[src/rtl/hazard_forward_unit.sv]
// Hazard and forwarding controller: tracks in-flight producers from EX through the
// last forwarding stage, drives registered operand selects and a combinational stall.
module hazard_forward_unit #(
    parameter int ADDR_W     = 5,
    parameter int DEPTH      = 2,
    parameter int LOAD_AVAIL = 2,
    parameter int CNT_W      = 16,
    localparam int SEL_W     = $clog2(DEPTH + 1)
) (
    input  logic              clk,
    input  logic              rst,
    input  logic              fwd_en,
    input  logic              flush,
    input  logic              id_valid,
    input  logic [ADDR_W-1:0] id_rs,
    input  logic [ADDR_W-1:0] id_rt,
    input  logic [ADDR_W-1:0] id_rd,
    input  logic              id_regWrite,
    input  logic              id_memRead,
    output logic              stall,
    output logic [SEL_W-1:0]  ForwardA,
    output logic [SEL_W-1:0]  ForwardB,
    output logic [CNT_W-1:0]  stall_count
);

    localparam logic [SEL_W:0] LOAD_AVAIL_C = (SEL_W + 1)'(LOAD_AVAIL);

    logic              r_valid [DEPTH];
    logic [ADDR_W-1:0] r_rd    [DEPTH];
    logic              r_wr    [DEPTH];
    logic              r_ld    [DEPTH];
    logic [SEL_W-1:0]  r_fwd_a;
    logic [SEL_W-1:0]  r_fwd_b;
    logic [CNT_W-1:0]  r_stall_cnt;

    logic              w_hit_a, w_hit_b;
    logic              w_ld_a, w_ld_b;
    logic [SEL_W-1:0]  w_sel_a, w_sel_b;
    logic              w_haz_a, w_haz_b;
    logic              w_adv;

    // Scan from the oldest stage down so the nearest match overwrites farther ones.
    always_comb begin
        w_hit_a = 1'b0;
        w_hit_b = 1'b0;
        w_ld_a  = 1'b0;
        w_ld_b  = 1'b0;
        w_sel_a = '0;
        w_sel_b = '0;
        for (int k = DEPTH - 1; k >= 0; k--) begin
            if (r_valid[k] && r_wr[k] && (r_rd[k] != '0)) begin
                if (r_rd[k] == id_rs) begin
                    w_hit_a = 1'b1;
                    w_ld_a  = r_ld[k];
                    w_sel_a = SEL_W'(k + 1);
                end
                if (r_rd[k] == id_rt) begin
                    w_hit_b = 1'b1;
                    w_ld_b  = r_ld[k];
                    w_sel_b = SEL_W'(k + 1);
                end
            end
        end
    end

    // With forwarding, only a load whose data is not yet in a forwardable latch blocks.
    assign w_haz_a = fwd_en ? (w_hit_a & w_ld_a & ({1'b0, w_sel_a} < LOAD_AVAIL_C)) : w_hit_a;
    assign w_haz_b = fwd_en ? (w_hit_b & w_ld_b & ({1'b0, w_sel_b} < LOAD_AVAIL_C)) : w_hit_b;

    assign stall = id_valid & ~flush & ~rst & (w_haz_a | w_haz_b);
    assign w_adv = id_valid & ~stall & ~flush;

    always_ff @(posedge clk) begin
        if (rst) begin
            for (int k = 0; k < DEPTH; k++) begin
                r_valid[k] <= 1'b0;
                r_rd[k]    <= '0;
                r_wr[k]    <= 1'b0;
                r_ld[k]    <= 1'b0;
            end
            r_fwd_a     <= '0;
            r_fwd_b     <= '0;
            r_stall_cnt <= '0;
        end else begin
            for (int k = DEPTH - 1; k > 0; k--) begin
                r_valid[k] <= r_valid[k-1];
                r_rd[k]    <= r_rd[k-1];
                r_wr[k]    <= r_wr[k-1];
                r_ld[k]    <= r_ld[k-1];
            end
            r_valid[0] <= w_adv;
            r_rd[0]    <= id_rd;
            r_wr[0]    <= id_regWrite;
            r_ld[0]    <= id_memRead;
            r_fwd_a    <= (fwd_en & w_adv & w_hit_a) ? w_sel_a : '0;
            r_fwd_b    <= (fwd_en & w_adv & w_hit_b) ? w_sel_b : '0;
            if (stall && (r_stall_cnt != '1)) begin
                r_stall_cnt <= r_stall_cnt + 1'b1;
            end
        end
    end

    assign ForwardA    = r_fwd_a;
    assign ForwardB    = r_fwd_b;
    assign stall_count = r_stall_cnt;

endmodule

[config.mk]
export PLATFORM = sky130hd
export DESIGN_NAME = hazard_forward_unit
export DESIGN_NICKNAME = d
export VERILOG_FILES = /design/src/rtl/hazard_forward_unit.sv
export SDC_FILE = /design/constraint.sdc
export NUM_CORES = 1
export LEC_CHECK = 0
export ABC_AREA = 1
export CORE_UTILIZATION = 54
export DETAILED_ROUTE_END_ITERATION = 10
export HOLD_SLACK_MARGIN = 0.1
export PLACE_DENSITY = 0.85
export SLEW_MARGIN = 40
export SYNTH_ARGS = -nofsm -noshare
export SYNTH_HDL_FRONTEND = slang
export SYNTH_SLANG_ARGS = --single-unit
export TNS_END_PERCENT = 30
[constraint.sdc]
create_clock -name clk -period 5.4 [get_ports clk]
set_clock_uncertainty 0.05 [all_clocks]
set_input_delay 1.08 -clock clk [delete_from_list [all_inputs] [get_ports clk]]
set_output_delay 1.08 -clock clk [all_outputs]
set_load 0.02 [all_outputs]
==> impl_metrics.prom, run 1 <==
# TYPE chip_impl_metric gauge
chip_impl_metric{name="coreArea",unit="um2"} 3390
chip_impl_metric{name="timing.slew.headroom",unit="%"} 76.3
chip_impl_metric{name="antenna-diode-count",unit=""} 0
chip_impl_metric{name="postCtsSetupRepairBufs",unit=""} 0
chip_impl_metric{name="arrival",unit="ns"} 3.00
chip_impl_metric{name="yosys_register_bits",unit=""} 35
chip_impl_metric{name="synthesis.area_per_instance",unit="um2"} 6.99
chip_impl_metric{name="globalRouteTotalUtil",unit="%"} 24.5
chip_impl_metric{name="first_global_vias",unit=""} 1582
chip_impl_metric{name="number_of_resized_instances_in_the_post_cts_repair_step",unit=""} 0
chip_impl_metric{name="setup_slack",unit="ns"} 1.27
chip_impl_metric{name="post_synth_instance_area",unit="um2"} 1930
chip_impl_metric{name="clock_sink_count",unit=""} 35
chip_impl_metric{name="io_pins",unit=""} 43
chip_impl_metric{name="areaGrowthSynthToFinish",unit="%"} 27.8
chip_impl_metric{name="final_util",unit="%"} 72.7
chip_impl_metric{name="vdd_drop_max",unit="V"} 0.000182
chip_impl_metric{name="worst_ep_required_time",unit="ns"} 4.27
chip_impl_info{name="status",value="complete, no violations"} 1
chip_impl_metric{name="detailed_place_hpwl",unit="um"} 3110
chip_impl_metric{name="placementRows",unit=""} 21
chip_impl_metric{name="gp_routability_congestion",unit=""} 0.859
chip_impl_metric{name="routed_wire_length_per_instance",unit="um"} 11.3
chip_impl_info{name="worstSetupEndpointType",value="output pin"} 1
chip_impl_metric{name="seqPwrFrac",unit="%"} 53.1
chip_impl_metric{name="max_cap_violations",unit=""} 0
chip_impl_metric{name="route.vias.total",unit=""} 1835
chip_impl_metric{name="grt_antenna_before_repair",unit=""} 0
chip_impl_info{name="critical_path_cell_sequence",value="clkdlybuf4s50_1, inv_1, nand2_1, nand2_1, inv_1, nand3_1, nor2_1, nand2_1, nand2_1, nand2_1, a21oi_1, clkdlybuf4s50_1"} 1
chip_impl_metric{name="dr.first_iter.drc_count",unit=""} 81
chip_impl_metric{name="cts-htree-levels",unit=""} 2
chip_impl_metric{name="fin_crit_sh",unit="%"} 76.5
chip_impl_metric{name="dp_worst_setup_slack",unit="ns"} 1.27
chip_impl_info{name="most_numerous_cell_on_the_critical_path",value="nand2_1"} 1
chip_impl_metric{name="timing_hold_violations_final",unit=""} 0
chip_impl_info{name="path_delay_family",value="buffers and inverters"} 1
chip_impl_info{name="timing.critical_path.from_type",value="input port"} 1
chip_impl_info{name="clock_tree_root_buffer_cell",value="clkbuf_4"} 1
chip_impl_metric{name="cell_internal_power",unit="mW"} 0.386
chip_impl_metric{name="portBuffers",unit=""} 42
chip_impl_metric{name="setup_tns",unit="ns"} 0
chip_impl_info{name="grt_setup_unrepaired",value="false"} 1
chip_impl_metric{name="ys_seq_area_share",unit="%"} 36.3
chip_impl_metric{name="grt_start_max_net_pins",unit=""} 31
chip_impl_metric{name="finalSetupViolations",unit=""} 0
chip_impl_metric{name="cp.buffers_inverters",unit=""} 4
chip_impl_info{name="worstSetupPathType",value="in -> out"} 1
chip_impl_metric{name="combinationalPowerShare",unit="%"} 9.5
chip_impl_metric{name="initial_core_utilization",unit="%"} 56.9
chip_impl_metric{name="globalRouteOverflowTotal",unit=""} 0
chip_impl_info{name="tritoncts",value="built"} 1
chip_impl_metric{name="power_density",unit="nW/um2"} 205
chip_impl_metric{name="design_power_total",unit="mW"} 0.506
chip_impl_metric{name="final_net_count",unit=""} 343
chip_impl_metric{name="cts_made_buffers",unit=""} 5
chip_impl_metric{name="dieHeight",unit="um"} 61.8
chip_impl_metric{name="drc",unit=""} 0
chip_impl_metric{name="drt_first_pass_iters",unit=""} 4
chip_impl_metric{name="worst_pin_slew",unit="ns"} 0.355
chip_impl_metric{name="grt_first_pass_wirelength",unit="um"} 6840
chip_impl_metric{name="netSwitchingPower",unit="mW"} 0.119
chip_impl_metric{name="mappedNetlistNets",unit=""} 299
chip_impl_metric{name="clock_tree.buffer_depth",unit=""} 2
chip_impl_metric{name="cts.reportedPaths.clkPinSlew",unit="ns"} 0.11
chip_impl_metric{name="min_period",unit="ns"} 4.13
chip_impl_metric{name="via_per_inst",unit=""} 5.00
chip_impl_metric{name="design.die.area",unit="um2"} 3810
chip_impl_metric{name="synth_warnings",unit=""} 0
chip_impl_metric{name="synth.distinct_cells",unit=""} 24
chip_impl_metric{name="placed_cells",unit=""} 359
chip_impl_metric{name="drive_gt1_share",unit="%"} 8.10
chip_impl_metric{name="totalWireLength",unit="um"} 4150
chip_impl_metric{name="power.leakage",unit="nW"} 1.04
chip_impl_metric{name="layout.cells.non_filler",unit=""} 367
chip_impl_metric{name="clock_power_share",unit="%"} 37.3
chip_impl_metric{name="final_max_slew_viol_count",unit=""} 0
chip_impl_info{name="critical-path-slowest-cell",value="clkdlybuf4s50_1"} 1
chip_impl_metric{name="ant_nets",unit=""} 0
chip_impl_metric{name="critical_path.max_stage_delay",unit="ns"} 0.62
chip_impl_metric{name="netSwitchingFraction",unit="%"} 23.6
chip_impl_metric{name="syn-instance-count",unit=""} 276
chip_impl_metric{name="die_width",unit="um"} 61.8
chip_impl_info{name="min-delay-path-class",value="reg -> reg"} 1
chip_impl_metric{name="ctsHoldBuffers",unit=""} 0
chip_impl_metric{name="clock_latency",unit="ns"} 0.34
chip_impl_metric{name="fmax",unit="MHz"} 242
chip_impl_metric{name="worst-path-max-fanout",unit=""} 3
metal layers:
layer	part of all wire (%)	wire (um)	vias to the layer above	GRT usage (%)
li1	-	-	945	-
met1	48	2000	825	33.4
met2	45	1860	59	38.4
met3	5.8	241	6	6.21
met4	1.1	46	0	6.98
met5	0	0	-	0
worst reg2reg max path, delay by kind of cell, from the launching register on:
| family | cells | cell delay (ns) |
|---|---|---|
| AND/OR/NAND/NOR | 6 | 1.06 |
| buffers and inverters | 1 | 0.11 |
| adder cells (fa/ha/maj) | 1 | 0.24 |
| flip-flops | 1 | 0.41 |
| AO/OA/AOI/OAI | 1 | 0.14 |
final timing paths:
path,from,slack [ns],cells after the start,to
max,id_rs[2],1.27,12,stall
min,r_wr[0][0]$_SDFF_PP0_,0.40,2,r_wr[0][1]$_SDFF_PP0_
max reg2reg,stall_count[0]$_SDFFE_PP0P_,3.33,9,stall_count[15]$_SDFFE_PP0P_
min reg2reg,r_wr[0][0]$_SDFF_PP0_,0.40,2,r_wr[0][1]$_SDFF_PP0_
synth_stat cells:
cell type	instances	area, um2
buf_6	1	11.3
nand3_1	12	60.1
nor3_2	1	10.0
buf_1	1	3.75
nand3_2	1	10.0
nor3_1	5	25.0
a21oi_2	8	70.1
a21oi_1	8	40.0
nor2_1	40	150
dfxtp_1	35	701
xor2_1	16	140
inv_2	1	3.75
nand4_1	17	106
or2_0	1	6.26
xnor2_1	11	96.3
ha_1	1	12.5
clkbuf_1	4	15.0
inv_1	46	173
nand2_2	2	12.5
buf_4	1	7.51
nor4_4	1	21.3
nand3_4	1	17.5
nor2_2	1	6.26
nand2_1	61	229
cells in the final DEF (no fill, tap or decap), types with 11 or more instances in the layout:
| cell type | count |
|---|---|
| dfxtp_1 | 35 |
| xnor2_1 | 11 |
| nand2_1 | 61 |
| nor2_1 | 40 |
| clkdlybuf4s50_1 | 42 |
| nand3_1 | 12 |
| inv_1 | 46 |
| xor2_1 | 16 |
| nand4_1 | 17 |
power groups by stage:
stage / Clock (mW) / Sequential (mW) / Combinational (mW)
global placement: 0 / 0.274 / 0.0468
CTS: 0.191 / 0.269 / 0.0485
finish: 0.189 / 0.269 / 0.0482
global route: 0.209 / 0.269 / 0.0542
detailed placement: 0 / 0.275 / 0.0482
floorplan: 0 / 0.273 / 0.0252
area by class of cell:
cell class / instances / area (um2)
multi-input combinational: 187 / 1010
fill: 305 / 925
sequential: 35 / 701
timing repair buffer: 44 / 435
inverter: 47 / 176
tap: 46 / 57.6
clock inverter: 3 / 43.8
clock buffer: 5 / 37.5
through the flow:
step | instance area [um2] | hold WS [ns]
floorplan | 1930 | 0.353
global placement | 2380 | 0.369
detailed placement | 2380 | 0.386
CTS | 2460 | 0.404
global route | 2460 | 0.419
finish | 2460 | 0.397
registers in the layout (all words and copies together), names as in the netlist:
signal	count
ForwardB	2
stall_count	16
r_valid	2
r_wr	2
r_ld	1
ForwardA	2
r_rd	10
kinds of logic (layout without fill, tap and decap cells):
family	Yosys count	in the layout	share of synthesized area, %
xor+xnor	27	27	12.3
simple gates	143	143	33.9
fa+ha+maj	1	1	0.649
flops	35	35	36.3
buf+inv	54	99	11.1
compound gates	16	16	5.71
No activity file was read; power rests on OpenSTA's default activity.
==> run 2, diff against run 1 <==
CORE_UTILIZATION = 50   (was 54)
PLACE_DENSITY = 0.79   (was 0.85)
clock period = 3.9 ns   (was 5.4 ns; I/O delays follow)
==> impl_metrics.prom, run 2 (synthesis gave the netlist of run 1 again) <==
# TYPE chip_impl_metric gauge
chip_impl_metric{name="finalInstanceArea",unit="um2"} 2460
chip_impl_metric{name="design_power_total",unit="mW"} 0.672
chip_impl_info{name="grt_setup_unrepaired",value="false"} 1
chip_impl_info{name="worstSetupEndpointType",value="output pin"} 1
chip_impl_metric{name="route.vias.total",unit=""} 1786
chip_impl_metric{name="cts_made_buffers",unit=""} 5
chip_impl_metric{name="design.die.area",unit="um2"} 4110
chip_impl_info{name="status",value="complete, no violations"} 1
chip_impl_metric{name="first_global_vias",unit=""} 1768
chip_impl_metric{name="drive_gt1_share",unit="%"} 7.21
chip_impl_metric{name="dp_worst_setup_slack",unit="ns"} 0.410
chip_impl_metric{name="placed_cells",unit=""} 361
chip_impl_metric{name="ctsHoldBuffers",unit=""} 0
chip_impl_metric{name="finalSetupViolations",unit=""} 0
chip_impl_metric{name="cts-htree-levels",unit=""} 2
chip_impl_metric{name="routed_wire_length_per_instance",unit="um"} 11.4
chip_impl_metric{name="fmax",unit="MHz"} 287
chip_impl_info{name="min-delay-path-class",value="reg -> reg"} 1
chip_impl_metric{name="final_net_count",unit=""} 343
chip_impl_metric{name="max_cap_violations",unit=""} 0
chip_impl_metric{name="worst-path-max-fanout",unit=""} 3
chip_impl_metric{name="globalRouteOverflowTotal",unit=""} 0
chip_impl_metric{name="final_max_slew_viol_count",unit=""} 0
chip_impl_metric{name="coreArea",unit="um2"} 3690
chip_impl_metric{name="place_area",unit="um2"} 2390
chip_impl_metric{name="postCtsSetupRepairBufs",unit=""} 0
chip_impl_metric{name="power.leakage",unit="nW"} 1.03
chip_impl_info{name="worstSetupPathType",value="in -> out"} 1
chip_impl_info{name="clock_tree_root_buffer_cell",value="clkbuf_8"} 1
chip_impl_metric{name="areaGrowthSynthToFinish",unit="%"} 27.5
chip_impl_metric{name="worst_pin_slew",unit="ns"} 0.346
chip_impl_metric{name="placementRows",unit=""} 22
chip_impl_metric{name="power_density",unit="nW/um2"} 273
chip_impl_metric{name="arrival",unit="ns"} 2.66
chip_impl_metric{name="fin_crit_sh",unit="%"} 89.4
chip_impl_metric{name="cts.reportedPaths.clkPinSlew",unit="ns"} 0.07
chip_impl_metric{name="ant_nets",unit=""} 0
chip_impl_metric{name="regToRegSetupSlack",unit="ns"} 1.84
chip_impl_metric{name="totalWireLength",unit="um"} 4170
chip_impl_metric{name="initial_core_utilization",unit="%"} 52.3
chip_impl_metric{name="grt_first_pass_wirelength",unit="um"} 7450
chip_impl_metric{name="via_per_inst",unit=""} 4.87
chip_impl_metric{name="number_of_resized_instances_in_the_post_cts_repair_step",unit=""} 0
chip_impl_metric{name="timing.slew.headroom",unit="%"} 76.9
chip_impl_metric{name="largest_register_ff_count",unit=""} 16
chip_impl_metric{name="dr.first_iter.drc_count",unit=""} 147
chip_impl_metric{name="drt_first_pass_iters",unit=""} 4
chip_impl_metric{name="gp_routability_congestion",unit=""} 0.884
chip_impl_metric{name="setup_slack",unit="ns"} 0.413
chip_impl_metric{name="grt_antenna_before_repair",unit=""} 0
chip_impl_metric{name="antenna-diode-count",unit=""} 0
chip_impl_metric{name="clock_tree.buffer_depth",unit=""} 2
chip_impl_metric{name="grt_start_max_net_pins",unit=""} 30
chip_impl_info{name="mostFrequentLayoutCells",value="nand2_1, inv_1, clkdlybuf4s50_1"} 1
chip_impl_metric{name="clock_sink_count",unit=""} 35
chip_impl_metric{name="portBuffers",unit=""} 42
chip_impl_metric{name="clock_latency",unit="ns"} 0.28
chip_impl_metric{name="die_width",unit="um"} 64.1
chip_impl_metric{name="worst_ep_required_time",unit="ns"} 3.07
chip_impl_metric{name="setup_tns",unit="ns"} 0
chip_impl_metric{name="drc",unit=""} 0
chip_impl_metric{name="fin_hold_ws",unit="ns"} 0.386
chip_impl_info{name="tritoncts",value="built"} 1
chip_impl_metric{name="layout.cells.non_filler",unit=""} 367
chip_impl_metric{name="io_pins",unit=""} 43
chip_impl_info{name="layout.cells.most_common",value="nand2_1"} 1
chip_impl_metric{name="timing_hold_violations_final",unit=""} 0
chip_impl_metric{name="vdd_drop_max",unit="V"} 0.000207
chip_impl_metric{name="detailed_place_hpwl",unit="um"} 3030
chip_impl_metric{name="min_period",unit="ns"} 3.49
chip_impl_metric{name="globalRouteTotalUtil",unit="%"} 23.0
chip_impl_info{name="timing.critical_path.from_type",value="input port"} 1
chip_impl_metric{name="layout.filler_cells",unit=""} 333
chip_impl_metric{name="dieHeight",unit="um"} 64.1
chip_impl_metric{name="final_util",unit="%"} 66.7
==> run 2: cell types whose count changed in the layout (fill, tap and decap cells not counted) <==
cell       delta
clkbuf_4      -5
clkbuf_8      +5
bufinv_16     -1
clkbuf_1      +1
clkinv_2      -1
clkinv_4      -1
==> run 2: routing by layer <==
layer / track usage (%) / routed length (um) / vias to the layer above
li1: - / - / 939
met1: 27.5 / 1960 / 799
met2: 41.4 / 1990 / 46
met3: 4.82 / 193 / 2
met4: 6.11 / 21 / 0
met5: 0 / 0 / -
==> run 2: worst max-delay path: stages <==
cell and delay, ns:
clkdlybuf4s50_1 0.45, or2_0 0.23, a21oi_1 0.15, nand3_1 0.14
nand2_1 0.09, nand2_1 0.07, a21oi_1 0.13, clkdlybuf4s50_1 0.61
==> run 2: report_power, final <==
group | switching [mW] | internal, mW
logic | 0.0314 | 0.0356
registers | 0.00736 | 0.365
clock network | 0.114 | 0.119
==> run 2: final cells by class <==
class                      instances  area, um2  area share, %
multi-input combinational        187       1010           41.2
sequential                        35        701           28.5
timing repair buffer              44        435           17.7
inverter                          47        176           7.18
clock buffer                       6       72.6           2.95
tap                               48       60.1           2.44
==> run 2: worst paths after layout <==
path,from,endpoint,depth (start not counted)
worst max register to register,stall_count[0]$_SDFFE_PP0P_,stall_count[1]$_SDFFE_PP0P_,10
worst max-delay path,id_rt[0],stall,8
worst min register to register,r_wr[0][0]$_SDFF_PP0_,r_wr[0][1]$_SDFF_PP0_,2
worst min-delay path,r_wr[0][0]$_SDFF_PP0_,r_wr[0][1]$_SDFF_PP0_,2
